`src/rtl/if_stage.sv`:
```
// if_stage: instruction-fetch stage feeding the IF/ID register; owns the PC and
//   fetches over a req/ack memory handshake, emitting bubbles (inst_o=0) while a
//   fetch is outstanding. Handles redirects, including one that races a live fetch.
// Latency: 1 inst per 2 cycles minimum from memory; with ICACHE_EN defined, hits
//   deliver 1 inst/cycle.
// Backpressure: stall_signal[0] freezes the stage in IDLE (outputs hold). An
//   issued request is never withdrawn; the stage always accepts its ack.
// Optional feature macro: ICACHE_EN (direct-mapped I-cache, 2^ICACHE_IDX_W lines).

`ifndef StallSignalLen
`define StallSignalLen 6
`endif

module if_stage #(
  parameter logic [31:0] RESET_PC     = 32'h0,
  parameter int          ICACHE_IDX_W = 6
) (
  input  logic                       clk,
  input  logic                       rst,
  input  logic [`StallSignalLen-1:0] stall_signal,
  input  logic                       jump_flag,
  input  logic [31:0]                jump_target_i,
  output logic                       mem_req_o,
  output logic [31:0]                mem_addr_o,
  input  logic                       mem_ack_i,
  input  logic [31:0]                mem_inst_i,
  output logic [31:0]                pc_o,
  output logic [31:0]                inst_o
);

  // IDLE: may issue/hit; WAIT: fetch live and wanted; DROP: fetch live but stale.
  typedef enum logic [1:0] {
    S_IDLE = 2'd0,
    S_WAIT = 2'd1,
    S_DROP = 2'd2
  } state_t;

  state_t      state;
  logic [31:0] pc;
  logic [31:0] pc_next;
  logic [31:0] jump_pc;
  logic        fetch_accept;
  logic        cache_hit;
  logic [31:0] cache_line;

  // Instructions are word aligned, so the low two target bits are dropped.
  assign jump_pc = {jump_target_i[31:2], 2'b00};
  // Plain 32-bit add: the PC wraps from 0xFFFFFFFC to 0.
  assign pc_next = pc + 32'd4;

  // An ack is only consumed as an instruction when the fetch was not redirected.
  assign fetch_accept = (state == S_WAIT) && mem_ack_i && !jump_flag;

`ifdef ICACHE_EN
  localparam int LINES = 1 << ICACHE_IDX_W;
  localparam int TAG_W = 30 - ICACHE_IDX_W;

  logic [LINES-1:0]        c_valid;
  logic [TAG_W-1:0]        c_tag  [LINES];
  logic [31:0]             c_data [LINES];
  logic [ICACHE_IDX_W-1:0] rd_idx;
  logic [TAG_W-1:0]        rd_tag;
  logic [ICACHE_IDX_W-1:0] wr_idx;
  logic [TAG_W-1:0]        wr_tag;

  assign rd_idx     = pc[ICACHE_IDX_W+1:2];
  assign rd_tag     = pc[31:ICACHE_IDX_W+2];
  // mem_addr_o is the address of the live fetch, so it indexes the fill.
  assign wr_idx     = mem_addr_o[ICACHE_IDX_W+1:2];
  assign wr_tag     = mem_addr_o[31:ICACHE_IDX_W+2];
  assign cache_hit  = c_valid[rd_idx] && (c_tag[rd_idx] == rd_tag);
  assign cache_line = c_data[rd_idx];

  // Valid bits are the only cache state that must be cleared on reset.
  always_ff @(posedge clk or posedge rst) begin
    if (rst) begin
      c_valid <= '0;
    end else if (fetch_accept) begin
      c_valid[wr_idx] <= 1'b1;
    end
  end

  // Tag/data arrays: written by accepted fills only, no reset so they map to RAM.
  always_ff @(posedge clk) begin
    if (fetch_accept) begin
      c_tag[wr_idx]  <= wr_tag;
      c_data[wr_idx] <= mem_inst_i;
    end
  end
`else
  assign cache_hit  = 1'b0;
  assign cache_line = 32'h0;
`endif

  // Only stall bit 0 matters here; the stall controller guarantees bit1 implies bit0.
  logic unused_inputs;
  assign unused_inputs = ^{stall_signal[`StallSignalLen-1:1], jump_target_i[1:0],
                           ICACHE_IDX_W, fetch_accept};

  // Fetch FSM with all outputs registered. Priority: reset > jump > stall > fetch.
  always_ff @(posedge clk or posedge rst) begin
    if (rst) begin
      state      <= S_IDLE;
      pc         <= {RESET_PC[31:2], 2'b00};
      pc_o       <= 32'h0;
      inst_o     <= 32'h0;
      mem_req_o  <= 1'b0;
      mem_addr_o <= 32'h0;
    end else begin
      case (state)
        S_IDLE: begin
          if (jump_flag) begin
            // Redirect with a bubble; fetch starts from the target next edge.
            pc     <= jump_pc;
            pc_o   <= 32'h0;
            inst_o <= 32'h0;
          end else if (stall_signal[0]) begin
            // Frozen: the delivered instruction and the PC hold.
            state <= S_IDLE;
          end else if (cache_hit) begin
            pc_o   <= pc;
            inst_o <= cache_line;
            pc     <= pc_next;
          end else begin
            mem_req_o  <= 1'b1;
            mem_addr_o <= pc;
            pc_o       <= 32'h0;
            inst_o     <= 32'h0;
            state      <= S_WAIT;
          end
        end

        S_WAIT: begin
          // stall is ignored here: the memory ack must be taken when it comes.
          if (mem_ack_i) begin
            mem_req_o <= 1'b0;
            state     <= S_IDLE;
            if (jump_flag) begin
              // Redirect wins over the returning word; it is thrown away.
              pc <= jump_pc;
            end else begin
              pc_o   <= pc;
              inst_o <= mem_inst_i;
              pc     <= pc_next;
            end
          end else if (jump_flag) begin
            // Request cannot be withdrawn; wait for its ack and drop it.
            pc    <= jump_pc;
            state <= S_DROP;
          end
        end

        S_DROP: begin
          // Latest redirect wins while the stale fetch drains.
          if (jump_flag) begin
            pc <= jump_pc;
          end
          if (mem_ack_i) begin
            mem_req_o <= 1'b0;
            state     <= S_IDLE;
          end
        end

        default: begin
          state     <= S_IDLE;
          mem_req_o <= 1'b0;
        end
      endcase
    end
  end

endmodule
```
`config.mk`:
```
export PLATFORM = sky130hd
export DESIGN_NAME = if_stage
export DESIGN_NICKNAME = d
export VERILOG_FILES = /design/src/rtl/if_stage.sv
export SDC_FILE = /design/constraint.sdc
export NUM_CORES = 1
export LEC_CHECK = 0
export ABC_AREA = 1
export CORE_MARGIN = 3
export CORE_UTILIZATION = 53
export CTS_CLUSTER_SIZE = 10
export DETAILED_ROUTE_END_ITERATION = 6
export GPL_TIMING_DRIVEN = 0
export PLACE_DENSITY = 0.87
export SYNTH_ARGS = -nofsm -noshare
export SYNTH_HDL_FRONTEND = slang
export SYNTH_SLANG_ARGS = --single-unit
```
`constraint.sdc`:
```
create_clock -name clk -period 13.2 [get_ports clk]
set_input_delay 1.98 -clock clk [delete_from_list [all_inputs] [get_ports clk]]
set_output_delay 1.98 -clock clk [all_outputs]
set_load 0.02 [all_outputs]
```
* Yosys cells after proc, flatten, opt, wreduce, memory -nomap -nowiden *
Index checks and enable logic that the tools add are counted.

word-level totals
  latch bits = 0
  logic and storage cells = 50
  register bits = 131
  RAM bits = 0
  memories = 0
  memory bits (read-only) = 0
  input bits = 74
  output and inout bits = 97

operators by class
  add/subtract/negate cells = 1
  multiply operators = 0
  bitwise gates (word level) = 2
  equal/unequal tests = 10
  divide/modulo/power cells = 0
  $lt $le $gt $ge = 0
  mux-type cells = 22
  reduce and logical (&&, ||, !) cells = 9
  shift-type cells = 0

operator list
  operator                                                                 count
  32-bit 2-to-1 mux                                                        9
  32-bit one-hot mux with 2 select lines                                   3
  32-bit by 3-bit adder with 32-bit output, second input constant          1
  2-bit inequality test, second input constant                             5
  3-bit AND reduction                                                      3
  2-bit 2-to-1 mux                                                         4
  3-bit inequality test, second input constant                             2
  2-bit one-hot mux with 3 select lines                                    1
  1-bit 2-to-1 mux                                                         4
  4-bit AND reduction                                                      1
  2-bit nonzero test                                                       2
  2-bit OR reduction                                                       2
  2-bit by 1-bit equality test with 1-bit output, second input constant    1
  2-bit equality test, second input constant                               1
  2-bit zero test                                                          1
  2-bit by 1-bit inequality test with 1-bit output, second input constant  1
  1-bit NOT                                                                2
  1-bit one-hot mux with 2 select lines                                    1

* Logic depth before layout (Yosys ltp) *
  word-level depth = 4
  gate-level depth with buffers = 12

* Least setup slack after synthesis *
Ideal clock, no wire load.

  path type = input to register
  from = input jump_flag
  to = register pc_o[0]
  slack = 10191 ps
  setup time = 133 ps
  data arrival time = 2876 ps
  stages = 8
  data required time = 13067 ps
  path through = buf_2 inv_1 nand3_1 o21ai_1 a21oi_4 buf_6 buf_4 o22ai_1

on the way
  cells in the longest elaborated chain, start to end = 2
  elaborated cells between the ends (all ways) = 5
  those cells by class = eq/ne: 2; mux: 2; reduce/logical: 1

ends and longest elaborated chain
  item                                                                                                   line  RTL
  start, declared                                                                                        21    input logic jump_flag,
  3-bit inequality test (no source line), or another cell as far along                                   --
  4-bit AND reduction (no source line) / 32-bit one-hot mux with 2 select lines (equally long branches)  --
  end signal, assigned                                                                                   121   pc_o <= pc;
  end signal, assigned                                                                                   142   pc_o <= pc;
  end, declared                                                                                          27    output logic [31:0] pc_o,

Parallel ways exist; a longest one is shown, timed or not.
A chain may end at the register's enable or synchronous reset.

* Worst setup path after layout *
  from = input stall_signal[0]
  to = register mem_addr_o[12]

on the way
  cells in the longest elaborated chain, start to end = 2

ends and longest elaborated chain
  item                                  line  RTL
  start, declared                       20    input logic [`StallSignalLen-1:0] stall_signal,
  1-bit NOT (no source line)            --
  3-bit AND reduction (no source line)  --
  end signal, assigned                  126   mem_addr_o <= pc;
  end, declared                         24    output logic [31:0] mem_addr_o,

Every way passes these cells.

==> results.yml <==
synth:
  yosysWarnings: 0
  synth_top_area_cell: "dfrtp_1"
  yosysTopAreaCellShare: 0.517
  ys_seq_area_frac: 0.517
  syn_nets: 865
  ys_ff_latch: 131
  syn_area_um2: 6330
  synthCells: 786
  syn_area_per_cell_um2: 8.06
  yosys-top-cells-area: "dfrtp_1 (52%), nand2_1 (9.0%), inv_1 (7.6%)"
  synth_cell_type_count: 35
sta:
  maxSlewHeadroom: 0.517
  hold_viol: 0
  tightest_slew_ns: 0.725
  timing.hold.ws_ns: 0.479
  setup_viol: 0
  fin_tns_setup_ns: 0
  fin_crit_ns: 3.43
  fin_crit_sh: 0.260
  clock.fmax_ghz: 0.292
  slew_violations: 0
  fin_worst_skew_ns: 0.00786
  rsz0062_at_grt: "false"
placement:
  gp_routability_congestion: 0.966
  port_buffers: 162
  dp_hpwl_um: 13700
clock_tree:
  clock_sinks: 131
  cts_buffers: 17
  cts.clk_slew.worst_paths_ns: 0.06
  postCtsSetupRepairBufs: 0
  cts_tree: "yes"
  cts_root_buffer: "clkbuf_16"
  cts_buffer_depth: 2
  ctsHtreeMaxLevel: 4
  clk-insertion-delay-late_ns: 0.42
  ctsResizeCount: 0
  cts_hold_buffers: 0
floorplanning:
  die_x_um: 115
  start_util: 0.548
  die_h_um: 115
  num_rows: 39
  io-pin-count: 171
  coreArea_um2: 11600
  die_area_um2: 13300
drt:
  post_drt_via_cell_ratio: 5.77
  drtAntennaViolNets: 0
  drc: 10
  routed_wl_um: 19600
  drtIter0Drc: 799
  wl_per_cell_um: 17.4
  vias: 6484
  dr.pass1.iters: 7
worst_setup_path:
  worst-setup-path-type: "in -> reg"
  critPathLaunchType: "primary input"
  crit_fanout: 10
  worstSetupEndpointType: "flop"
  crit_required_ns: 13.47
  worstPathArrival_ns: 3.69
  cp_top_family: "buffers and inverters"
  slowest_stage: "clkdlybuf4s50_1"
  critPathMaxStageDelay_ns: 0.55
  critPathBufInv: 2
  cp_cell_sequence: "clkdlybuf4s50_1 -> nor2_1 -> nand2_1 -> clkbuf_1 -> o21ai_0"
finish:
  diodes: 0
  final_common_cell: "clkdlybuf4s50_1"
  drive_gt1_frac: 0.0612
  syn2layout_area_growth_pct: 38.9
  nNetsFinal: 1047
  final_util: 0.761
  layout_common_cells: "clkdlybuf4s50_1 (162), nand2_1 (152), dfrtp_1 (131)"
run:
  cap_violations: 0
grt:
  antenna_found_initial: 0
  grt_pass1_vias: 6325
  track_usage: 0.304
  grt_pass1_wl_um: 31500
  grt_max_degree: 72
  overflow: 0
status:
  status: "complete, but fails checks"
  violations: "DRC"
power_and_ir_drop:
  cellPowerDensity_nw_per_um2: 229
  peakVddDrop_mv: 0.146
  power_leakage_nw: 3.91
worst_hold_path:
  hold_path.class: "reg -> reg"
[metrics by stage]
stage                     cell area, um^2  power (mW)  std cells  setup WS [ns]
after CTS                            8800        2.01       1123           9.76
final                                8800        2.02       1123           9.77
after global placement               8140        1.47       1091           5.93
after floorplan                      6330        1.12        786           7.72
after detailed placement             8170        1.50       1092           9.43
after global routing                 8800        2.13       1123           9.66
[final cells by class]
cell class	instances	area (um^2)
sequential	131	3280
fill	839	2770
multi-input combinational	488	2390
timing repair buffer	163	1650
inverter	131	497
clock buffer	20	457
tap	143	179
clock inverter	11	174
buffer	36	173
[layer usage]
| layer | global-route usage | vias to the layer above | wire length, um |
|---|---|---|---|
| met1 | 0.372 | 3051 | 7420 |
| li1 | - | 2934 | - |
| met5 | 0 | - | 0 |
| met2 | 0.492 | 415 | 9220 |
| met4 | 0.143 | 0 | 766 |
| met3 | 0.0968 | 84 | 2160 |
[cell usage after synthesis]
library cell	n
o22ai_1	35
clkinv_1	1
a31oi_1	2
buf_2	9
o32ai_1	2
nor2_2	3
clkbuf_1	21
dfrtp_1	131
nand2_1	152
nand3b_1	1
a311oi_1	1
buf_6	2
nor3_2	1
nand2_2	1
nand3_2	2
nor3_1	7
o21ai_0	84
xor2_1	1
o21ai_1	2
buf_4	3
o21bai_1	2
nand4_1	11
o211ai_1	6
a21oi_4	1
a21oi_1	35
nand3_1	74
buf_1	1
o221ai_1	1
inv_2	1
nor2_4	5
ha_1	5
o31ai_1	1
inv_1	129
and3_1	1
nor2_1	52
[worst paths after layout]
path	from	endpoint	slack [ns]	cells after the start
max	stall_signal[0]	mem_addr_o[12]$_DFFE_PP0P_	9.77	5
max reg2reg	state[0]$_DFFE_PP0P_	pc[26]$_DFFE_PP0P_	11.01	8
min	mem_addr_o[1]$_DFFE_PP0P_	mem_addr_o[1]$_DFFE_PP0P_	0.48	2
min reg2reg	mem_addr_o[1]$_DFFE_PP0P_	mem_addr_o[1]$_DFFE_PP0P_	0.48	2
min in group asynchronous	rst	inst_o[4]$_DFFE_PP0P_	2.04	2
max in group asynchronous	rst	pc[17]$_DFFE_PP0P_	10.44	3
[kinds of logic after synthesis]
logic type               Yosys count  share of synthesized area
adder cells (fa/ha/maj)            5                    0.00988
flip-flops                       131                      0.517
buffers and inverters            167                      0.105
AND/OR/NAND/NOR                  310                      0.215
AO/OA/AOI/OAI                    172                      0.151
XOR/XNOR                           1                    0.00138
[tightest hold or removal path, delay by kind of cell, from the launching register on]
kind / cells / cell delay, ns
flip-flops: 1 / 0.34
AO/OA/AOI/OAI: 1 / 0.06
AND/OR/NAND/NOR: 1 / 0.05
[registers in the layout (all words and copies together) (netlist names)]
register,flops
inst_o,32
pc_o,32
mem_req_o,1
pc,32
state,2
mem_addr_o,32
[power by group]
part / internal [mW] / total (mW) / leakage [nW] / switching (mW)
Sequential: 0.543 / 0.647 / 1.70 / 0.105
Clock: 0.326 / 0.505 / 0.311 / 0.179
Combinational: 0.337 / 0.863 / 1.89 / 0.526
Total: 1.21 / 2.02 / 3.91 / 0.809
No activity file was read; power rests on OpenSTA's default activity.
